--- src/rtl/mult_div_if.sv ---
// rtl/mult_div_if.sv - start/busy/done request and HI/LO write-back bundle for the multiply/divide unit
interface mult_div_if #(
    parameter int WIDTH = 32
) ();
    logic             start;
    logic [1:0]       op;
    logic [WIDTH-1:0] rs_val;
    logic [WIDTH-1:0] rt_val;
    logic             busy;
    logic             done;
    logic             hi_enable;
    logic             lo_enable;
    logic [WIDTH-1:0] hi_pw;
    logic [WIDTH-1:0] lo_pw;
    logic             div_by_zero;

    modport master (
        output start, op, rs_val, rt_val,
        input  busy, done, hi_enable, lo_enable, hi_pw, lo_pw, div_by_zero
    );

    modport slave (
        input  start, op, rs_val, rt_val,
        output busy, done, hi_enable, lo_enable, hi_pw, lo_pw, div_by_zero
    );
endinterface

--- src/rtl/mult_div_unit.sv ---
// rtl/mult_div_unit.sv - iterative MULT/MULTU/DIV/DIVU unit writing the HI/LO pair
module mult_div_unit #(
    parameter int WIDTH = 32
) (
    input  logic      clk,
    input  logic      reset_n,
    mult_div_if.slave bus
);
    localparam int CW = $clog2(WIDTH);

    typedef enum logic [1:0] {S_IDLE, S_CALC, S_FIX, S_DONE} state_t;

    state_t             state_q;
    logic [CW-1:0]      cnt_q;
    logic [1:0]         op_q;
    logic [WIDTH-1:0]   opb_q;
    logic [WIDTH-1:0]   rs_raw_q;
    logic [2*WIDTH-1:0] acc_q;
    logic [2*WIDTH-1:0] acc_d;
    logic               neg_res_q;
    logic               neg_rem_q;
    logic               dz_q;
    logic               armed_q;
    logic               busy_q;
    logic               done_q;
    logic               dbz_q;
    logic [WIDTH-1:0]   hi_q;
    logic [WIDTH-1:0]   lo_q;

    logic               in_signed;
    logic [WIDTH-1:0]   rs_abs;
    logic [WIDTH-1:0]   rt_abs;
    logic [WIDTH:0]     mul_sum;
    logic [WIDTH:0]     div_shift;
    logic [WIDTH:0]     div_diff;
    logic [2*WIDTH-1:0] prod_neg;
    logic [WIDTH-1:0]   quo;
    logic [WIDTH-1:0]   rem;

    always_comb begin
        in_signed = ~bus.op[0];
        rs_abs    = (in_signed && bus.rs_val[WIDTH-1]) ? -bus.rs_val : bus.rs_val;
        rt_abs    = (in_signed && bus.rt_val[WIDTH-1]) ? -bus.rt_val : bus.rt_val;
        // acc holds {partial product, multiplier} or {remainder, dividend/quotient}
        mul_sum   = {1'b0, acc_q[2*WIDTH-1:WIDTH]} + (acc_q[0] ? {1'b0, opb_q} : '0);
        div_shift = {acc_q[2*WIDTH-1:WIDTH], acc_q[WIDTH-1]};
        div_diff  = div_shift - {1'b0, opb_q};
        acc_d     = acc_q;
        if (!op_q[1]) begin
            acc_d = {mul_sum, acc_q[WIDTH-1:1]};
        end else if (!div_diff[WIDTH]) begin
            acc_d = {div_diff[WIDTH-1:0], acc_q[WIDTH-2:0], 1'b1};
        end else begin
            acc_d = {div_shift[WIDTH-1:0], acc_q[WIDTH-2:0], 1'b0};
        end
        prod_neg = -acc_q;
        quo      = acc_q[WIDTH-1:0];
        rem      = acc_q[2*WIDTH-1:WIDTH];
    end

    always_ff @(posedge clk or negedge reset_n) begin
        if (!reset_n) begin
            state_q   <= S_IDLE;
            cnt_q     <= '0;
            op_q      <= '0;
            opb_q     <= '0;
            rs_raw_q  <= '0;
            acc_q     <= '0;
            neg_res_q <= 1'b0;
            neg_rem_q <= 1'b0;
            dz_q      <= 1'b0;
            armed_q   <= 1'b0;
            busy_q    <= 1'b0;
            done_q    <= 1'b0;
            dbz_q     <= 1'b0;
            hi_q      <= '0;
            lo_q      <= '0;
        end else begin
            // armed_q blocks a capture on the first edge after reset release
            armed_q <= 1'b1;
            case (state_q)
                S_IDLE: begin
                    if (bus.start && armed_q) begin
                        op_q      <= bus.op;
                        opb_q     <= bus.op[1] ? rt_abs : rs_abs;
                        acc_q     <= {{WIDTH{1'b0}}, (bus.op[1] ? rs_abs : rt_abs)};
                        rs_raw_q  <= bus.rs_val;
                        neg_res_q <= in_signed & (bus.rs_val[WIDTH-1] ^ bus.rt_val[WIDTH-1]);
                        neg_rem_q <= in_signed & bus.rs_val[WIDTH-1];
                        dz_q      <= bus.op[1] & (bus.rt_val == '0);
                        cnt_q     <= '0;
                        busy_q    <= 1'b1;
                        state_q   <= S_CALC;
                    end
                end
                S_CALC: begin
                    acc_q <= acc_d;
                    cnt_q <= cnt_q + CW'(1);
                    if (cnt_q == CW'(WIDTH - 1)) begin
                        state_q <= S_FIX;
                    end
                end
                S_FIX: begin
                    if (dz_q) begin
                        hi_q <= rs_raw_q;
                        lo_q <= '1;
                    end else if (!op_q[1]) begin
                        {hi_q, lo_q} <= neg_res_q ? prod_neg : acc_q;
                    end else begin
                        lo_q <= neg_res_q ? -quo : quo;
                        hi_q <= neg_rem_q ? -rem : rem;
                    end
                    dbz_q   <= dz_q;
                    done_q  <= 1'b1;
                    state_q <= S_DONE;
                end
                default: begin
                    done_q  <= 1'b0;
                    dbz_q   <= 1'b0;
                    busy_q  <= 1'b0;
                    state_q <= S_IDLE;
                end
            endcase
        end
    end

    assign bus.busy        = busy_q;
    assign bus.done        = done_q;
    assign bus.hi_enable   = done_q;
    assign bus.lo_enable   = done_q;
    assign bus.div_by_zero = dbz_q;
    assign bus.hi_pw       = hi_q;
    assign bus.lo_pw       = lo_q;
endmodule

--- src/flat_wrapper.sv ---
// flat-port wrapper written by rule: the top's interface ports become plain ports
module mult_div_unit_flat 
#(
    parameter int WIDTH = 32
)
  (clk, reset_n, bus_start, bus_op, bus_rs_val, bus_rt_val, bus_busy, bus_done, bus_hi_enable, bus_lo_enable, bus_hi_pw, bus_lo_pw, bus_div_by_zero);
  mult_div_if #(.WIDTH(WIDTH)) bus_i ();
  input  logic clk;
  input  logic reset_n;
  input wire logic [$bits(bus_i.start)-1:0] bus_start;
  input wire logic [$bits(bus_i.op)-1:0] bus_op;
  input wire logic [$bits(bus_i.rs_val)-1:0] bus_rs_val;
  input wire logic [$bits(bus_i.rt_val)-1:0] bus_rt_val;
  output wire logic [$bits(bus_i.busy)-1:0] bus_busy;
  output wire logic [$bits(bus_i.done)-1:0] bus_done;
  output wire logic [$bits(bus_i.hi_enable)-1:0] bus_hi_enable;
  output wire logic [$bits(bus_i.lo_enable)-1:0] bus_lo_enable;
  output wire logic [$bits(bus_i.hi_pw)-1:0] bus_hi_pw;
  output wire logic [$bits(bus_i.lo_pw)-1:0] bus_lo_pw;
  output wire logic [$bits(bus_i.div_by_zero)-1:0] bus_div_by_zero;
  assign bus_i.start = bus_start;
  assign bus_i.op = bus_op;
  assign bus_i.rs_val = bus_rs_val;
  assign bus_i.rt_val = bus_rt_val;
  assign bus_busy = bus_i.busy;
  assign bus_done = bus_i.done;
  assign bus_hi_enable = bus_i.hi_enable;
  assign bus_lo_enable = bus_i.lo_enable;
  assign bus_hi_pw = bus_i.hi_pw;
  assign bus_lo_pw = bus_i.lo_pw;
  assign bus_div_by_zero = bus_i.div_by_zero;
  mult_div_unit #(.WIDTH(WIDTH)) u_core (.clk(clk), .reset_n(reset_n), .bus(bus_i));
endmodule
--- config.mk ---
export PLATFORM = sky130hd
export DESIGN_NAME = mult_div_unit_flat
export DESIGN_NICKNAME = d
export VERILOG_FILES = /design/src/rtl/mult_div_if.sv /design/src/rtl/mult_div_unit.sv /design/src/flat_wrapper.sv
export SDC_FILE = /design/constraint.sdc
export NUM_CORES = 1
export LEC_CHECK = 0
export ABC_CLOCK_PERIOD_IN_PS = 3440
export BUFFER_PORTS_ARGS = -buffer_cell sky130_fd_sc_hd__buf_2
export CAP_MARGIN = 0
export CORE_ASPECT_RATIO = 0.9
export CORE_MARGIN = 5
export CORE_UTILIZATION = 56
export CTS_CLUSTER_DIAMETER = 40
export DETAILED_ROUTE_END_ITERATION = 8
export PLACE_DENSITY = 0.79
export SYNTH_ARGS = -nofsm -noshare
export SYNTH_HDL_FRONTEND = slang
export SYNTH_SLANG_ARGS = --single-unit
--- constraint.sdc ---
create_clock -name clk -period 3.44 [get_ports clk]
set_input_delay 0.516 -clock clk [delete_from_list [all_inputs] [get_ports clk]]
set_output_delay 0.516 -clock clk [all_outputs]
set_load 0.05 [all_outputs]
==> summary.txt, run 1 <==
Setup path
  • Delay-heaviest family, CP: simple AND/OR/NAND/NOR gates
  • Worst Path Buf+Inv: 1
  • Crit start category: flop
  • Cells on worst reg2reg path: 11
  • Reg-to-reg startpoint: u_core.acc_q[4]$_DFFE_PN0P_
  • Internal reg-to-reg setup slack: -0.07 ns
  • WP data required: 3.83 ns
  • CP endpoint kind: flop
  • WP data arrival: 3.90 ns
  • Worst flop-to-flop path endpoint: u_core.bus.hi_pw[7]$_DFFE_PN0P_
  • Critical path cell sequence: or4_4 -> or4_4 -> or4_4 -> or2_4 -> o31ai_4 -> buf_4 -> o21ai_2 -> xnor2_1 -> nor2_1 -> a21oi_1 -> a21oi_1
  • Most used cell, CP: or4_4
  • Max incr delay on CP: 0.55 ns
  • Crit path max-delay cell type: or4_4
  • Worst-path maximum fanout: 5
  • Crit Path Class: flop to flop

CTS
  • Root buffer cell: clkbuf_16
  • CTS tree: done
  • Inserted Clock Buffers: 38
  • Clk Latency, worst-skew pair: 0.54 ns
  • CTS Buffer Depth: 3
  • Worst-path clk slew: ~0.06 ns
  • CTS H-tree lvls: 2
  • Hold buffers post-CTS: 0
  • Clk sinks: a little over 200

Place
  • Gpl congestion: 0.997
  • Port Buf Inserts: approximately 140
  • Pre-CTS WS: -0.0963 ns
  • Inst Count DP: 2,481
  • Dpl cell area: roughly 18,000 sq um
  • Post-DP HPWL: 43,000 microns

Power
  • Lkg Pwr: 8.97 nW
  • Gate power share: 0.635
  • Internal power: ~0.012 W
  • Clock share of power: 0.175
  • Max rail drop VDD: around 0.58 mV
  • Seq pwr share: 0.190
  • Sw power: ~0.012 W
  • Cell Pwr Density: approximately 1200 nW/um^2
  • Sw Share: 0.500

STA
  • Final setup skew: 0.0228 ns
  • Fmax: 0.285 GHz
  • RSZ-0062 raised after global routing: true
  • Setup slack after layout: -0.0722 ns
  • Final Critical Period: 3.51 ns
  • Normalized max-slew margin: 0.131
  • Worst slew pin tran: 1.30 ns
  • Number of hold violations in the final report: 0
  • Max-slew violation count: 0
  • Worst hold slack: about 0.026 ns
  • Endpoints failing setup: 7
  • Tcrit/Tclk final: 1.02

Global route
  • Grt ovf: 0
  • First-pass GRT wire length: 87,600 microns
  • Initial antenna violation count: 1
  • Number of global-route vias before repair: 15,200
  • Largest net degree at the start of global routing: about 110
  • Aggregate global-route resource usage: 0.342

Cells and area
  • NumNets Final: between 2,000 and 2,500
  • Share of cells above drive strength 1: 0.227
  • Area Growth Syn to Fin: 22.7%
  • Final instance area: 19,700 sq um
  • Final cell count without fillers: ~2,600

Detailed routing
  • First-pass iteration count of the detailed router: 6
  • Vias: 16,600
  • Routed WL: ~58,000 microns
  • # DRC: 0
  • Wirelength per Cell: 22.6 microns
  • Remaining antenna violation count: 0
  • Iteration-0 DRC Markers: 2,132
  • Via density: 6.49

Yosys
  • Post-synth EDFFs: 0
  • Share of the synthesized area in the top cell type: 0.323
  • Ys Warns: 0
  • Synth top area cells: dfrtp_1 (32%), a21oi_1 (6.8%), ha_1 (5.7%), nor2_1 (5.3%), xnor2_1 (4.9%)
  • Post-Synthesis Cells: 1,967
  • Synth cell types: between 80 and 90
  • Mapped Area: 16,100 sq um
  • Sequential fraction of the synthesis area: 0.323
  • Ys async rst share: 1.00
  • Number of synthesized register bits: 207
  • Dominant cell type by area after synthesis: dfrtp_1
  • Syn avg cell area: 8.16 sq um
  • Net Count, Synth: 2,111
  • Primary FF master, synth: dfrtp_1

Floorplan
  • Core area: 28,100 sq um
  • Initial Utilization: 0.572
  • Row count: 58
  • Die W: 188 microns
  • Die Y-Extent: 171 microns
  • Die area: 32,200 sq um
  • I/O pin cnt: about 140

Flow run
  • Max-Cap Viols: 0

Outcome
  • Run status: complete, but fails checks
  • Violated checks: negative setup slack

Worst hold path
  • Worst min path class: input port to async pin
==> synth_stat cells, types with 4 or more instances <==
cell type    n
a21o_1      41
clkbuf_1   110
nor3_1      38
nand3_1     46
o31ai_1     17
nand4_1      9
or3_1       16
o21bai_1     9
o41ai_1     13
o22ai_1      4
or2_2        4
dfrtp_1    207
o21ai_1     44
a221o_1      4
buf_1        9
o211ai_1    24
a22oi_1     25
a211oi_1    31
ha_1        73
a21oi_1    218
o31a_1       7
or4_1       12
nand2b_1    22
nor2_1     228
inv_1       63
nor2b_1     30
nand2_1    146
xnor2_1     90
xor2_1      79
buf_2        8
nor4_1      18
o221ai_1     6
a31oi_1     17
o22a_1       7
o21a_1       9
and2_1      11
mux2_2      66
mux2i_1     13
o21ai_0    112
and3_1      16
==> sequential cells by signal (all words and copies together), names as in the netlist, 2 cells and up <==
name              count
u_core.opb_q         32
u_core.rs_raw_q      32
u_core.bus.lo_pw     32
u_core.acc_q         64
u_core.cnt_q          5
u_core.state_q        2
u_core.bus.hi_pw     32
==> area by class of cell <==
class | count | area (sq um)
multi-input cells | 1566 | 10400
well taps | 360 | 450
diodes | 1 | 2.50
repair buffers | 299 | 2010
clock buffers | 43 | 1010
clock inverters | 27 | 412
flip-flops and latches | 207 | 5180
fillers | 2244 | 8390
inverters | 63 | 236
==> placed cells by master (no fill, tap or decap), types with 30 or more instances in the layout <==
master     synthesis  final
a211oi_1          31     30
a21o_1            41     41
a21oi_1          218    210
buf_2              8    136
buf_4              2    149
clkbuf_16          0     41
dfrtp_1          207    205
ha_1              73     69
inv_1             63     59
mux2_2            66     66
nand2_1          146    144
nand3_1           46     44
nor2_1           228    228
nor3_1            38     37
o21ai_0          112    109
o21ai_1           44     43
xnor2_1           90     88
xor2_1            79     78
==> logic make-up (layout without fill, tap and decap cells) <==
group | after synthesis | in the layout | synth area share
buffers and inverters | 194 | 432 | 0.0472
and+or+nand+nor | 620 | 620 | 0.185
muxes | 79 | 79 | 0.0544
AOI/OAI and AO/OA | 622 | 622 | 0.239
other | 1 | 2 | 0.000234
DFF | 207 | 207 | 0.323
xor gates and xnor gates | 169 | 169 | 0.0922
adders and majority gates | 75 | 75 | 0.0594
==> routing by layer <==
metal  up-vias  wire, microns  global-route usage
li1       7493              -                   -
met1      7990          24300               0.496
met2      1024          25100               0.522
met3       133           6530              0.0647
met4         2           2030               0.110
met5         -              7                   0
==> power groups by stage <==
stage	Combinational, W	Clock [W]	Sequential (W)
global route	0.0162	0.00432	0.00463
global placement	0.0138	0	0.00445
detailed placement	0.0141	0	0.00449
floorplan	0.00847	0	0.00549
CTS	0.0142	0.00419	0.00448
finish	0.0152	0.00419	0.00455
==> how the worst max path moves through the flow <==
| stage | startpoint | to | depth (start not counted) |
|---|---|---|---|
| finish | u_core.acc_q[4]$_DFFE_PN0P_ | u_core.bus.hi_pw[7]$_DFFE_PN0P_ | 11 |
| global route | u_core.acc_q[7]$_DFFE_PN0P_ | u_core.bus.hi_pw[30]$_DFFE_PN0P_ | 12 |
| CTS | u_core.acc_q[38]$_DFFE_PN0P_ | u_core.bus.hi_pw[30]$_DFFE_PN0P_ | 10 |
| detailed placement | u_core.acc_q[18]$_DFFE_PN0P_ | u_core.bus.hi_pw[15]$_DFFE_PN0P_ | 10 |
| global placement | u_core.acc_q[18]$_DFFE_PN0P_ | u_core.bus.hi_pw[8]$_DFFE_PN0P_ | 11 |
| floorplan | u_core.acc_q[0]$_DFFE_PN0P_ | u_core.acc_q[61]$_DFFE_PN0P_ | 15 |
==> through the flow <==
stage | total power, W | utilization | setup TNS [ns]
CTS | 0.0228 | 0.688 | 0
global placement | 0.0183 | 0.637 | -0.578
detailed placement | 0.0186 | 0.637 | -0.408
global route | 0.0252 | 0.701 | -0.929
finish | 0.0239 | 0.701 | -0.225
floorplan | 0.0140 | - | 0
==> timing repair <==
item	4_1_cts	5_1_grt
pin swaps	1	23
gates cloned	0	2
resized for setup	2	55
setup endpoints to repair	12	44
setup buffers	0	12
No activity file was read; power rests on OpenSTA's default activity.
==> run 2: changes to the inputs <==
- ABC_CLOCK_PERIOD_IN_PS: 3440 -> 3700
- CORE_UTILIZATION: 56 -> 60
- PLACE_DENSITY: 0.79 -> 0.8
- clock period: 3.44 -> 3.7 ns (I/O delays scaled with it)
==> summary.txt, run 2 (synthesis results as in run 1) <==
Outcome
  • Run status: finished clean (was complete, but fails checks)

CTS
  • Clk Latency, worst-skew pair: 0.52 ns (was 0.54 ns)
  • Root buffer cell: clkbuf_16 (unchanged)
  • CTS Buffer Depth: 3 (unchanged)
  • CTS H-tree lvls: 2 (unchanged)
  • CTS tree: done (unchanged)
  • Clk sinks: 207 (unchanged)
  • Inserted Clock Buffers: 35 (was 38)
  • Worst-path clk slew: 0.05 ns (was 0.06 ns)

Cells and area
  • Commonest non-fill, non-tap cells in the layout: nor2_1 (228), a21oi_1 (217), dfrtp_1 (206) (was nor2_1 (228), a21oi_1 (210), dfrtp_1 (205))
  • Largest register FFs: 64 (unchanged)
  • NumNets Final: 2,248 (was 2,319)
  • Share of cells above drive strength 1: 0.183 (was 0.227)
  • Largest Register: u_core.acc_q (unchanged)
  • Number of fill cells: 2,074 (was 2,244)
  • Area Growth Syn to Fin: 16.6% (was 22.7%)
  • Most common cell after layout, fill and taps aside: nor2_1 (unchanged)

Worst hold path
  • Worst min path class: input port to async pin (unchanged)

Detailed routing
  • Remaining antenna violation count: 0 (unchanged)
  • First-pass iteration count of the detailed router: 6 (unchanged)
  • # DRC: 0 (unchanged)
  • Iteration-0 DRC Markers: 2,300 (was 2,132)
  • Vias: 16,500 (was 16,600)
  • Via density: 6.65 (was 6.49)
  • Wirelength per Cell: 22.6 microns (about the same)
  • Routed WL: 56,100 microns (was 58,000 microns)

STA
  • Endpoints failing setup: 0 (was 7)
  • Final setup skew: 0.0177 ns (was 0.0228 ns)
  • Fin Setup TNS: 0 ns (was -0.225 ns)
  • RSZ-0062 raised after global routing: false (was true)
  • Worst slew pin tran: 1.12 ns (was 1.30 ns)
  • Worst hold slack: 0.132 ns (was 0.0260 ns)
  • Max-slew violation count: 0 (unchanged)
  • Final Critical Period: 3.65 ns (was 3.51 ns)
  • Fmax: 0.274 GHz (was 0.285 GHz)
  • Number of hold violations in the final report: 0 (unchanged)
  • Tcrit/Tclk final: 0.987 (was 1.02)
  • Setup slack after layout: 0.0493 ns (was -0.0722 ns)
  • Normalized max-slew margin: 0.257 (was 0.131)

Setup path
  • WP data required: 4.09 ns (was 3.83 ns)
  • CP endpoint kind: flop (unchanged)
  • Worst Path Buf+Inv: 4 (was 1)
  • WP data arrival: 4.04 ns (was 3.90 ns)
  • Crit path max-delay cell type: fa_1 (was or4_4)
  • Cells on worst reg2reg path: 15 (was 11)
  • Delay-heaviest family, CP: compound AO/OA/AOI/OAI gates (was simple AND/OR/NAND/NOR gates)
  • Most used cell, CP: buf_4 (was or4_4)
  • Worst-path maximum fanout: 24 (was 5)
  • Critical path cell sequence: inv_1 -> fa_1 -> nor2b_2 -> o31a_1 -> o41a_1 -> o211ai_1 -> buf_4 -> a31oi_2 -> nor3_2 -> a311oi_4 -> buf_4 -> clkbuf_16 -> nor3_1 -> a21oi_1 -> o21ai_1 (was or4_4 -> or4_4 -> or4_4 -> or2_4 -> o31ai_4 -> buf_4 -> o21ai_2 -> xnor2_1 -> nor2_1 -> a21oi_1 -> a21oi_1)
  • Max incr delay on CP: 0.51 ns (was 0.55 ns)
  • Crit Path Class: flop to flop (unchanged)
  • CP Depth: 15 (was 11)
  • Crit start category: flop (unchanged)

Place
  • Port Buf Inserts: 137 (unchanged)
  • Pre-CTS WS: 0.0204 ns (was -0.0963 ns)
  • Gpl congestion: 1.02 (was 0.997)
  • Post-DP HPWL: 41,600 microns (was 43,000 microns)

Floorplan
  • Die Y-Extent: 165 microns (was 171 microns)
  • I/O pin cnt: 138 (unchanged)
  • Die area: 30,100 sq um (was 32,200 sq um)
  • Initial Utilization: 0.613 (was 0.572)
  • Core area: 26,200 sq um (was 28,100 sq um)
  • Row count: 56 (was 58)
  • Die W: 182 microns (was 188 microns)

Global route
  • Aggregate global-route resource usage: 0.359 (was 0.342)
  • Largest net degree at the start of global routing: 89 (was 107)
  • Initial antenna violation count: 0 (was 1)
  • Number of global-route vias before repair: 15,200 (about the same)
  • First-pass GRT wire length: 85,900 microns (was 87,600 microns)
  • Grt ovf: 0 (unchanged)

Flow run
  • Max-Cap Viols: 0 (unchanged)

Power
  • Tot Pwr: 0.0208 W (was 0.0239 W)
  • Cell Pwr Density: 1110 nW/um^2 (was 1210 nW/um^2)
  • Lkg Pwr: 8.47 nW (was 8.97 nW)
  • Max rail drop VDD: 0.574 mV (was 0.578 mV)
[run 2: cell types whose count changed in the layout (fill, tap and decap cells not counted), sizes merged]
cell,delta
clkinvlp,+4
buf,-67
clkinv,-5
inv,-4
bufinv,-3
[run 2: path summary, 6_finish.rpt]
kind                                                     end  slack [ns]                         start
worst max register to register  u_core.acc_q[34]$_DFFE_PN0P_        0.05  u_core.acc_q[32]$_DFFE_PN0P_
worst min register to register  u_core.opb_q[24]$_DFFE_PN0P_        0.48  u_core.opb_q[24]$_DFFE_PN0P_
min in group clk                     u_core.dz_q$_DFFE_PN0P_        0.33                bus_rt_val[31]
worst min-delay path            u_core.acc_q[36]$_DFFE_PN0P_        0.13                       reset_n
max in group asynchronous       u_core.opb_q[21]$_DFFE_PN0P_        2.73                       reset_n
worst max-delay path            u_core.acc_q[34]$_DFFE_PN0P_        0.05  u_core.acc_q[32]$_DFFE_PN0P_
[run 2: power by group]
| group | switching, W | internal, W | leakage [nW] |
|---|---|---|---|
| logic | 0.00841 | 0.00473 | 5.37 |
| clock network | 0.00120 | 0.00207 | 0.556 |
| registers | 0.00103 | 0.00331 | 2.54 |
[run 2: layout make-up]
class                   count  area [sq um]  share of cell area
flip-flops and latches    207          5180               0.277
inverters                  63           236              0.0126
clock buffers              44           962              0.0514
repair buffers            231          1470              0.0784
multi-input cells        1566         10200               0.546
clock inverters            19           211              0.0113
diodes                      1          2.50            0.000134
well taps                 348           435              0.0233
[run 2: what timing repair did]
item | CTS | global route
hold buffers | 0 | 0
endpoints found under the setup margin | 0 | 34
endpoints found under the hold margin | 0 | 0
buffers inserted | 0 | 3
resized for setup | 0 | 8
[run 2: layer usage]
layer  wire length [microns]  up-vias  GRT usage  share of wire
met4                    2320        0      0.124          0.041
met5                       0        -          0              0
met3                    7300      188     0.0887           0.13
li1                        -     7349          -              -
met2                   24100     1103      0.542           0.43
met1                   22300     7835      0.508           0.40
[run 2: metrics by stage]
stage | cell area, sq um | util | std cells
floorplan | 16100 | - | 1967
CTS | 18600 | 0.711 | 2474
finish | 18700 | 0.714 | 2479
global route | 18700 | 0.714 | 2478
detailed placement | 17400 | 0.666 | 2411
global placement | 17400 | 0.666 | 2411
==> run 3: changes to the inputs <==
- CTS_BUF_LIST: not set -> sky130_fd_sc_hd__clkbuf_8
==> summary.txt, run 3 (synthesis results as in run 1) <==
CTS
  • CTS tree: done (unchanged)
  • CTS Buffer Depth: 3 (unchanged)
  • Worst-path clk slew: 0.06 ns (was 0.05 ns)
  • Inserted Clock Buffers: 41 (was 35)
  • Clk sinks: 207 (unchanged)
  • Root buffer cell: clkbuf_8 (was clkbuf_16)
  • Clk Latency, worst-skew pair: 0.57 ns (was 0.52 ns)
  • CTS H-tree lvls: 2 (unchanged)

Place
  • Pre-CTS WS: 0.0204 ns (unchanged)
  • Post-DP HPWL: 41,600 microns (unchanged)
  • Dpl cell area: 17,400 sq um (unchanged)
  • Gpl congestion: 1.02 (unchanged)
  • Port Buf Inserts: 137 (unchanged)

Cells and area
  • Final instance area: 18,400 sq um (was 18,700 sq um)
  • Share of cells above drive strength 1: 0.186 (was 0.183)
  • Area Growth Syn to Fin: 14.9% (was 16.6%)
  • Commonest non-fill, non-tap cells in the layout: nor2_1 (228), a21oi_1 (217), dfrtp_1 (206) (unchanged)
  • Largest Register: u_core.acc_q (unchanged)
  • Diodes inserted: 0 (was 1)
  • Largest register FFs: 64 (unchanged)
  • Most common cell after layout, fill and taps aside: nor2_1 (unchanged)
  • NumNets Final: 2,254 (was 2,248)

STA
  • Number of hold violations in the final report: 0 (unchanged)
  • Final setup skew: 0.0319 ns (was 0.0177 ns)
  • Fmax: 0.277 GHz (was 0.274 GHz)
  • Worst hold slack: 0.0986 ns (was 0.132 ns)
  • Worst slew pin tran: 1.06 ns (was 1.12 ns)
  • Normalized max-slew margin: 0.295 (was 0.257)
  • Tcrit/Tclk final: 0.976 (was 0.987)
  • Max-slew violation count: 0 (unchanged)
  • Final Critical Period: 3.61 ns (was 3.65 ns)
  • Setup slack after layout: 0.0879 ns (was 0.0493 ns)
  • RSZ-0062 raised after global routing: false (unchanged)
  • Endpoints failing setup: 0 (unchanged)
  • Fin Setup TNS: 0 ns (unchanged)

Detailed routing
  • Wirelength per Cell: 22.2 microns (was 22.6 microns)
  • # DRC: 0 (unchanged)
  • Iteration-0 DRC Markers: 2,145 (was 2,300)
  • Via density: 6.54 (was 6.65)
  • Remaining antenna violation count: 0 (unchanged)
  • First-pass iteration count of the detailed router: 6 (unchanged)
  • Routed WL: 55,200 microns (was 56,100 microns)
  • Vias: 16,300 (was 16,500)

Setup path
  • WP data arrival: 4.04 ns (about the same)
  • Crit Path Class: flop to flop (unchanged)
  • Worst-path maximum fanout: 24 (unchanged)
  • CP endpoint kind: flop (unchanged)
  • WP data required: 4.12 ns (was 4.09 ns)
  • Crit start category: flop (unchanged)

Floorplan
  • Die Y-Extent: 165 microns (unchanged)
  • Row count: 56 (unchanged)
  • Initial Utilization: 0.613 (unchanged)
  • Core area: 26,200 sq um (unchanged)
  • Die W: 182 microns (unchanged)
  • Die area: 30,100 sq um (unchanged)
  • I/O pin cnt: 138 (unchanged)

Global route
  • Largest net degree at the start of global routing: 89 (unchanged)
  • Number of global-route vias before repair: 15,100 (was 15,200)
  • Grt ovf: 0 (unchanged)
  • Initial antenna violation count: 1 (was 0)
  • Aggregate global-route resource usage: 0.355 (was 0.359)
  • First-pass GRT wire length: 84,800 microns (was 85,900 microns)

Power
  • Tot Pwr: 0.0200 W (was 0.0208 W)
  • Cell Pwr Density: 1090 nW/um^2 (was 1110 nW/um^2)
  • Lkg Pwr: 8.39 nW (was 8.47 nW)
  • Max rail drop VDD: 0.629 mV (was 0.574 mV)

Flow run
  • Max-Cap Viols: 0 (unchanged)

Worst hold path
  • Worst min path class: input port to async pin (unchanged)

Outcome
  • Run status: finished clean (unchanged)
[run 3: timing repair]
action                                  in CTS  in global routing
endpoints found under the setup margin       0                 28
setup buffers                                0                  3
gates resized for setup                      0                  6
hold buffers                                 0                  0
[run 3: critical path, cell delays in order (launching register included)]
cell	delay (ns)
dfrtp_1	0.45
inv_1	0.16
fa_1	0.51
nor2b_2	0.19
o31a_1	0.19
o41a_1	0.27
o211ai_1	0.13
buf_4	0.19
a31oi_2	0.28
nor3_1	0.13
a311oi_4	0.30
buf_4	0.21
clkbuf_16	0.21
nor3_1	0.07
a21oi_1	0.11
o21ai_1	0.07
[run 3: area by class of cell]
type | instances | area, sq um
inverters | 63 | 236
flip-flops and latches | 207 | 5180
well taps | 348 | 435
clock buffers | 47 | 647
repair buffers | 231 | 1470
clock inverters | 26 | 269
fillers | 2144 | 7760
multi-input cells | 1566 | 10200
[run 3: metrics by stage]
| step | utilization | instances |
|---|---|---|
| finish | 0.704 | 2488 |
| floorplan | - | 1967 |
| global placement | 0.666 | 2411 |
| global route | 0.704 | 2488 |
| CTS | 0.701 | 2484 |
| detailed placement | 0.666 | 2411 |
[run 3: worst paths after layout]
check,startpoint,end,slack [ns],cells past startpoint
setup / recovery,u_core.acc_q[32]$_DFFE_PN0P_,u_core.acc_q[34]$_DFFE_PN0P_,0.09,15
hold reg to reg,u_core.opb_q[20]$_DFFE_PN0P_,u_core.opb_q[20]$_DFFE_PN0P_,0.48,1
min in group clk,bus_rt_val[31],u_core.dz_q$_DFFE_PN0P_,0.31,2
setup reg to reg,u_core.acc_q[32]$_DFFE_PN0P_,u_core.acc_q[34]$_DFFE_PN0P_,0.09,15
hold / removal,reset_n,u_core.acc_q[37]$_DFFE_PN0P_,0.1,1
max in group asynchronous,reset_n,u_core.opb_q[29]$_DFFE_PN0P_,2.76,2
[run 3: layer usage]
metal  vias to the layer above  share of wire  track usage
met5                         -        0.00036            0
met4                         2          0.039        0.127
met3                       153           0.12       0.0986
met2                      1007           0.43        0.528
met1                      7763           0.41        0.500
li1                       7353              -            -
[run 3: power by group]
group	leakage (nW)	switching (W)	internal [W]
logic	5.37	0.00833	0.00473
registers	2.54	0.00102	0.00331
clock network	0.479	0.00111	0.00153
total	8.39	0.0105	0.00957
